--- src/rtl/core_inst_seq.sv ---
// core_inst_seq: instruction sequencer for the 8x8 weight-stationary core.
// For every kernel offset kij it streams weights into L0 and the array, streams
// activations through L0 into the array, then drains the OFIFO while doing a
// psum read-modify-write into pmem. The host pulses start and waits for done.
// Optional feature: define SEQ_PERF_CNT_EN to add the cyc_cnt / stall_cnt
// performance counters. The default build (macro undefined) has neither port.
module core_inst_seq #(
  parameter int          col      = 8,
  parameter int          LEN_KIJ  = 9,
  parameter int          LEN_NIJ  = 36,
  parameter int          LEN_ONIJ = 16,
  parameter int          SETTLE   = 16,
  parameter logic [10:0] W_BASE   = 11'd1024,
  parameter logic [10:0] X_BASE   = 11'd0,
  parameter logic [10:0] P_BASE   = 11'd0
) (
  input  logic        clk,
  input  logic        reset,
  input  logic        start,
  input  logic        ofifo_valid,
  output logic [33:0] inst,
  output logic        busy,
  output logic        done,
  output logic [3:0]  kij_idx
`ifdef SEQ_PERF_CNT_EN
  ,
  output logic [31:0] cyc_cnt,
  output logic [31:0] stall_cnt
`endif
);

  // Field layout of the core instruction bus, MSB first.
  typedef struct packed {
    logic        acc;
    logic        cen_pmem;
    logic        wen_pmem;
    logic [10:0] a_pmem;
    logic        cen_xmem;
    logic        wen_xmem;
    logic [10:0] a_xmem;
    logic        ofifo_rd;
    logic        ififo_wr;
    logic        ififo_rd;
    logic        l0_rd;
    logic        l0_wr;
    logic        execute;
    logic        load;
  } inst_t;

  // Both SRAMs deselected and in read mode; everything else quiet.
  localparam logic [33:0] NOP_INST = {1'b0, 1'b1, 1'b1, 11'd0, 1'b1, 1'b1, 11'd0, 7'd0};

  localparam logic [3:0] IDLE     = 4'd0;
  localparam logic [3:0] W_RD     = 4'd1;
  localparam logic [3:0] W_LOAD   = 4'd2;
  localparam logic [3:0] W_SETTLE = 4'd3;
  localparam logic [3:0] X_RD     = 4'd4;
  localparam logic [3:0] X_EXEC   = 4'd5;
  localparam logic [3:0] ACC_RD   = 4'd6;
  localparam logic [3:0] ACC_WR   = 4'd7;
  localparam logic [3:0] FLUSH    = 4'd8;
  localparam logic [3:0] DONE     = 4'd9;

  typedef logic [15:0] cnt_t;
  localparam cnt_t        COL_N       = cnt_t'(col);
  localparam cnt_t        COL_LAST    = cnt_t'(col - 1);
  localparam cnt_t        SETTLE_LAST = cnt_t'(SETTLE - 1);
  localparam cnt_t        NIJ_N       = cnt_t'(LEN_NIJ);
  localparam cnt_t        NIJ_LAST    = cnt_t'(LEN_NIJ - 1);
  localparam cnt_t        ONIJ_LAST   = cnt_t'(LEN_ONIJ - 1);
  localparam cnt_t        FLUSH_N     = cnt_t'(LEN_NIJ - LEN_ONIJ);
  localparam cnt_t        FLUSH_LAST  = cnt_t'(LEN_NIJ - LEN_ONIJ - 1);
  localparam logic [3:0]  KIJ_LAST    = 4'(LEN_KIJ - 1);
  localparam logic [10:0] COL_A       = 11'(col);

  logic [3:0] state_q, state_d;
  cnt_t       cnt_q, cnt_d;
  cnt_t       o_q, o_d;
  logic [3:0] kij_q, kij_d;
  logic       busy_d, done_d;
  inst_t      inst_d;
  logic       start_ok;

  // A start is honoured only from a genuinely idle sequencer (not the done cycle).
  assign start_ok = (state_q == IDLE) && !busy && start;
  assign kij_idx  = kij_q;

  // Next-state and next-instruction decode; the instruction register below
  // presents this decision on the following cycle.
  // NOTE: every output of this block gets a default first, so no path leaves a latch.
  always_comb begin
    state_d = state_q;
    cnt_d   = cnt_q + 1'b1;
    o_d     = o_q;
    kij_d   = kij_q;
    busy_d  = busy;
    done_d  = 1'b0;
    inst_d  = NOP_INST;
    case (state_q)
      IDLE: begin
        busy_d = 1'b0;
        cnt_d  = '0;
        if (start_ok) begin
          state_d = W_RD;
          kij_d   = '0;
          busy_d  = 1'b1;
        end
      end
      W_RD: begin
        if (cnt_q < COL_N) begin
          inst_d.cen_xmem = 1'b0;
          inst_d.a_xmem   = W_BASE + 11'(kij_q) * COL_A + cnt_q[10:0];
        end
        // Read data arrives one cycle after the address, so the L0 write trails.
        if (cnt_q != '0) inst_d.l0_wr = 1'b1;
        if (cnt_q == COL_N) begin
          state_d = W_LOAD;
          cnt_d   = '0;
        end
      end
      W_LOAD: begin
        inst_d.l0_rd = 1'b1;
        inst_d.load  = 1'b1;
        if (cnt_q == COL_LAST) begin
          state_d = W_SETTLE;
          cnt_d   = '0;
        end
      end
      W_SETTLE: begin
        if (cnt_q == SETTLE_LAST) begin
          state_d = X_RD;
          cnt_d   = '0;
        end
      end
      X_RD: begin
        if (cnt_q < NIJ_N) begin
          inst_d.cen_xmem = 1'b0;
          inst_d.a_xmem   = X_BASE + cnt_q[10:0];
        end
        if (cnt_q != '0) inst_d.l0_wr = 1'b1;
        if (cnt_q == NIJ_N) begin
          state_d = X_EXEC;
          cnt_d   = '0;
        end
      end
      X_EXEC: begin
        inst_d.l0_rd   = 1'b1;
        inst_d.execute = 1'b1;
        if (cnt_q == NIJ_LAST) begin
          state_d = ACC_RD;
          cnt_d   = '0;
          o_d     = '0;
        end
      end
      ACC_RD: begin
        cnt_d = '0;
        // Stall with a NOP until the OFIFO has a full row to hand over.
        if (ofifo_valid) begin
          inst_d.ofifo_rd = 1'b1;
          inst_d.cen_pmem = 1'b0;
          inst_d.a_pmem   = P_BASE + o_q[10:0];
          state_d         = ACC_WR;
        end
      end
      ACC_WR: begin
        cnt_d           = '0;
        inst_d.cen_pmem = 1'b0;
        inst_d.wen_pmem = 1'b0;
        inst_d.a_pmem   = P_BASE + o_q[10:0];
        // First kernel offset overwrites pmem, later ones accumulate into it.
        inst_d.acc      = (kij_q != '0);
        if (o_q != ONIJ_LAST) begin
          o_d     = o_q + 1'b1;
          state_d = ACC_RD;
        end else if (FLUSH_N != '0) begin
          state_d = FLUSH;
        end else if (kij_q == KIJ_LAST) begin
          state_d = DONE;
        end else begin
          kij_d   = kij_q + 1'b1;
          state_d = W_RD;
        end
      end
      FLUSH: begin
        // Discard the OFIFO rows that do not map to an output psum.
        cnt_d = cnt_q;
        if (ofifo_valid) begin
          inst_d.ofifo_rd = 1'b1;
          cnt_d           = cnt_q + 1'b1;
          if (cnt_q == FLUSH_LAST) begin
            cnt_d = '0;
            if (kij_q == KIJ_LAST) begin
              state_d = DONE;
            end else begin
              kij_d   = kij_q + 1'b1;
              state_d = W_RD;
            end
          end
        end
      end
      DONE: begin
        done_d  = 1'b1;
        busy_d  = 1'b1;
        cnt_d   = '0;
        state_d = IDLE;
      end
      default: begin
        state_d = IDLE;
        cnt_d   = '0;
        busy_d  = 1'b0;
      end
    endcase
  end

  // State, counters and the registered instruction/handshake outputs.
  // NOTE: sequential state uses non-blocking assignments so every register
  // samples the pre-edge values and they all update together.
  always_ff @(posedge clk) begin
    if (reset) begin
      state_q <= IDLE;
      cnt_q   <= '0;
      o_q     <= '0;
      kij_q   <= '0;
      busy    <= 1'b0;
      done    <= 1'b0;
      inst    <= NOP_INST;
    end else begin
      state_q <= state_d;
      cnt_q   <= cnt_d;
      o_q     <= o_d;
      kij_q   <= kij_d;
      busy    <= busy_d;
      done    <= done_d;
      inst    <= inst_d;
    end
  end

`ifdef SEQ_PERF_CNT_EN
  // Run-length and OFIFO-starvation counters; cleared per run, held afterwards.
  always_ff @(posedge clk) begin
    if (reset || start_ok) begin
      cyc_cnt   <= '0;
      stall_cnt <= '0;
    end else begin
      if (busy) cyc_cnt <= cyc_cnt + 32'd1;
      if ((state_q == ACC_RD || state_q == FLUSH) && !ofifo_valid)
        stall_cnt <= stall_cnt + 32'd1;
    end
  end
`endif

endmodule

--- config.mk ---
export PLATFORM = sky130hd
export DESIGN_NAME = core_inst_seq
export DESIGN_NICKNAME = d
export VERILOG_FILES = /design/src/rtl/core_inst_seq.sv
export SDC_FILE = /design/constraint.sdc
export NUM_CORES = 1
export LEC_CHECK = 0
export ABC_AREA = 1
export CAP_MARGIN = 20
export CORE_UTILIZATION = 51
export DETAILED_ROUTE_END_ITERATION = 8
export PLACE_DENSITY = 0.73
export SYNTH_ARGS = -nofsm -noshare
export SYNTH_HDL_FRONTEND = slang
export SYNTH_SLANG_ARGS = --single-unit
--- constraint.sdc ---
create_clock -name clk -period 1.5 [get_ports clk]
set_clock_uncertainty 0.05 [all_clocks]
set_input_delay 0.225 -clock clk [delete_from_list [all_inputs] [get_ports clk]]
set_output_delay 0.225 -clock clk [all_outputs]
set_load 0.01 [all_outputs]
==> metrics.md <==
| Metric | Value |
|---|---|
| Register area share after synthesis | `approximately 37%` |
| ANT cells | `0` |
| Gr ovfl total | `0` |
| Status | `finished with violations` |
| WL final | `14.3 mm` |
| Worst slew pin tran | `539 ps` |
| Worst r2r path cells | `11` |
| Crit path top cell by count | `nand2_1` |
| DP Worst Slack | `-245 ps` |
| First-pass GRT wire length | `roughly 19 mm` |
| Setup TNS Final | `-6300 ps` |
| Critical path startpoint category | `flop` |
| Placeable Area | `7330 µm²` |
| Port-buffer cells | `40` |
| Highest Clock Rate | `approximately 560 MHz` |
| Syn Area/Cell | `approximately 7.1 µm²` |
| FF-to-FF setup slack | `-290 ps` |
| Global-route usage over all layers | `31.7%` |
| CP arrival | `2000 ps` |
| Mapped Area | `3910 µm²` |
| Hold Violations, Final | `0` |
| Buf/Inv on CP | `2` |
| Async SR Flop Fraction | `0%` |
| Worst hold slack | `457 ps` |
| Combinational fraction of design power | `45.2%` |
| Residual DRC count | `0` |
| Yosys cell types | `36` |
| Max Root-Sink Buffers | `2` |
| Drt pass-1 iters | `5` |
| Crit path from | `state_q[2]` |
| Slowest CP cell | `dfxtp_4` |
| Failing checks | `setup timing` |
| Number of max-cap violations | `0` |
| Die ar. | `~8000 µm²` |
| H-Tree Depth | `3` |
| Leak Pwr | `0.00292 µW` |
| Placed insts | `approximately 780` |
| Cell Rows | `31` |
| Yosys top cell area share | `37.4%` |
| Setup WS post-layout | `-293 ps` |
| Routability congestion estimate | `0.917` |
| Vias in the first global route | `about 4300` |
| Final worst-path cycle share | `120%` |
| # nets final | `between 700 and 800` |
| Layout cell share with drive strength beyond 1 | `45.8%` |
| Routed len/inst | `17.5 µm` |
| Detailed router's first-iteration violation count | `372` |
| List of most frequent post-synthesis cells | `95 x nand2_1, 75 x nor2_1, 73 x dfxtp_1` |
| Ys Warns | `0` |
| Most common flop cell mapped by yosys | `dfxtp_1` |
| CP delay by family, top | `simple AND/OR/NAND/NOR gates` |
| Top-count cell post-synth | `nand2_1` |
| Max IR drop VDD | `1.16 mV` |
| Critical path's largest stage delay | `400 ps` |
| Clock sinks | `73` |
| Sequential power share | `30.7%` |
| FF-to-FF End | `state_q[1]` |
| Hold crit path type | `flop to flop` |
| RSZ-0062 raised after global routing | `true` |
| #FFs+latches synth | `between 70 and 80` |
| Critical path required time | `1710 ps` |
| Psw | `slightly below 3000 µW` |
| Pwr/cell area | `1190 nW/µm²` |
| Top Ports | `44` |
| Syn Inst Count | `547` |
| Worst R2R Start | `state_q[2]` |
| Worst slew margin | `63.8%` |
| Top cells by area, synth | `dfxtp_1 37%, nand2_1 9.1%, nor2_1 7.2%` |
| HPWL Detailed | `about 8 mm` |
| EDFF count, synth | `0` |
| Sw frac | `39.1%` |
| Worst-Skew Late Latency | `360 ps` |
| Initial Utilization | `53.3%` |
| Final Max Slew Viols | `0` |
| Largest net degree at the start of global routing | `21` |
| Die height | `89.6 µm` |
| Hold path cells | `2` |
| Worst-path cell chain | `inv_4 > nor2_4 > inv_2 > nor3_2 > nand2_1 > nand2_1 > nor2_1 > nand3_4 > nand2_1 > nand2_1 > nor2_1` |
| Hold Crit Start | `o_q[15]` |
| CTS clk-pin slew, worst paths | `around 80 ps` |
| Tmin final | `between 1500 and 2000 ps` |
| Width of the chip | `about 90 µm` |
| Cts hold-fix bufs | `0` |
| Post-synth top area cell | `dfxtp_1` |
| Setup crit end kind | `flop` |
| Final Util | `a little under nine tenths` |
| Syn-to-layout area delta | `59.9%` |
| Critical Path Fanout Max | `8` |
| Hold endpoint | `o_q[15]` |
| Via density | `about 5.7` |
| Vias | `4636` |
| Clock Power Share | `between 20 and 25%` |
| Number of CTS-inserted buffers | `9` |
| Final setup fails | `49` |
| Detail Route Antenna Nets | `0` |
| CTS tree | `built` |
| Clock root cell | `clkbuf_8` |
| Non-filler cells, final | `about 800` |
| Critical path class | `flop to flop` |
| Internal cell power | `4520 µW` |
| Initial antenna violation count | `0` |
==> worst max path at each step <==
stage | endpoint | slack (ps) | cells after the start
floorplan | o_q[8] | -40 | 12
global placement | cnt_q[6] | -160 | 9
detailed placement | state_q[3] | -250 | 8
CTS | state_q[2] | -160 | 11
global route | state_q[1] | -390 | 12
finish | state_q[1] | -290 | 11
==> power by group through the flow <==
| stage | Clock (µW) | Sequential [µW] | Combinational [µW] |
|---|---|---|---|
| after detailed placement | 0 | 2250 | 2340 |
| after CTS | 1770 | 2260 | 2630 |
| after global placement | 0 | 2240 | 2260 |
| after global routing | 1850 | 2290 | 3580 |
| final | 1790 | 2280 | 3350 |
| after floorplan | 0 | 2300 | 1290 |
==> tightest hold or removal path, stage by stage (launching register included) <==
cell     delay [ps]
dfxtp_1         340
nand2_1          70
a21oi_1          50
==> layer usage <==
layer | global-route usage, % | part of all wire (%) | vias to the layer above
li1 | - | - | 2099
met1 | 38.5 | 38 | 2211
met2 | 55.3 | 51 | 250
met3 | 4.80 | 6.8 | 76
met4 | 14.0 | 4.0 | 0
met5 | 0 | 0 | -
==> state kept, by name, summed over array words and instances (netlist names) <==
signal	flops
busy	1
cnt_q	16
done	1
inst	31
kij_idx	4
o_q	16
state_q	4
==> through the flow <==
step,total power [µW],cell area [µm²]
after floorplan,3580,3990
after global placement,4510,5220
after detailed placement,4590,5220
after CTS,6660,5790
after global routing,7720,6250
final,7430,6250
==> cells in the final DEF (no fill, tap or decap), types with 5 or more instances in the layout <==
cell	count
dfxtp_1	52
o21ai_0	9
clkdlybuf4s50_1	14
nor3_2	12
xor2_1	8
nand3_4	5
a21oi_1	17
nor2_1	54
dfxtp_2	8
inv_2	22
nand2_4	12
buf_6	12
nand4_1	17
o21ai_2	5
nor2_4	14
a21oi_2	17
nand2_1	73
dfxtp_4	13
nand3_2	9
conb_1	5
nor2_2	15
nor3_1	12
buf_4	110
dlygate4sd2_1	5
clkbuf_8	10
inv_1	45
nand3_1	40
nand2_2	32
dlymetal6s2s_1	20
==> what timing repair did <==
action / CTS / global route
setup endpoints to repair: 59 / 83
cloned: 1 / 1
resized for setup: 96 / 114
buffers inserted: 10 / 12
pin swaps: 26 / 40
==> cell type report <==
class	instances	area [µm²]
Tap cell	99	124
Fill cell	366	1080
Clock inverter	5	78.8
Multi-Input combinational cell	393	2640
Inverter	70	270
Timing Repair Buffer	166	1480
Sequential cell	73	1520
Clock buffer	11	141
==> logic make-up (layout without fill, tap and decap cells) <==
group | Yosys count | after routing | share of synthesized area, %
other cells | 2 | 5 | 0.192
flops | 73 | 73 | 37.4
compound gates | 59 | 59 | 8.93
buf+inv | 85 | 252 | 9.41
xor+xnor | 12 | 12 | 2.69
simple gates | 306 | 307 | 38.0
fa+ha+maj | 10 | 10 | 3.39
Power figures use the tool's default switching activity.
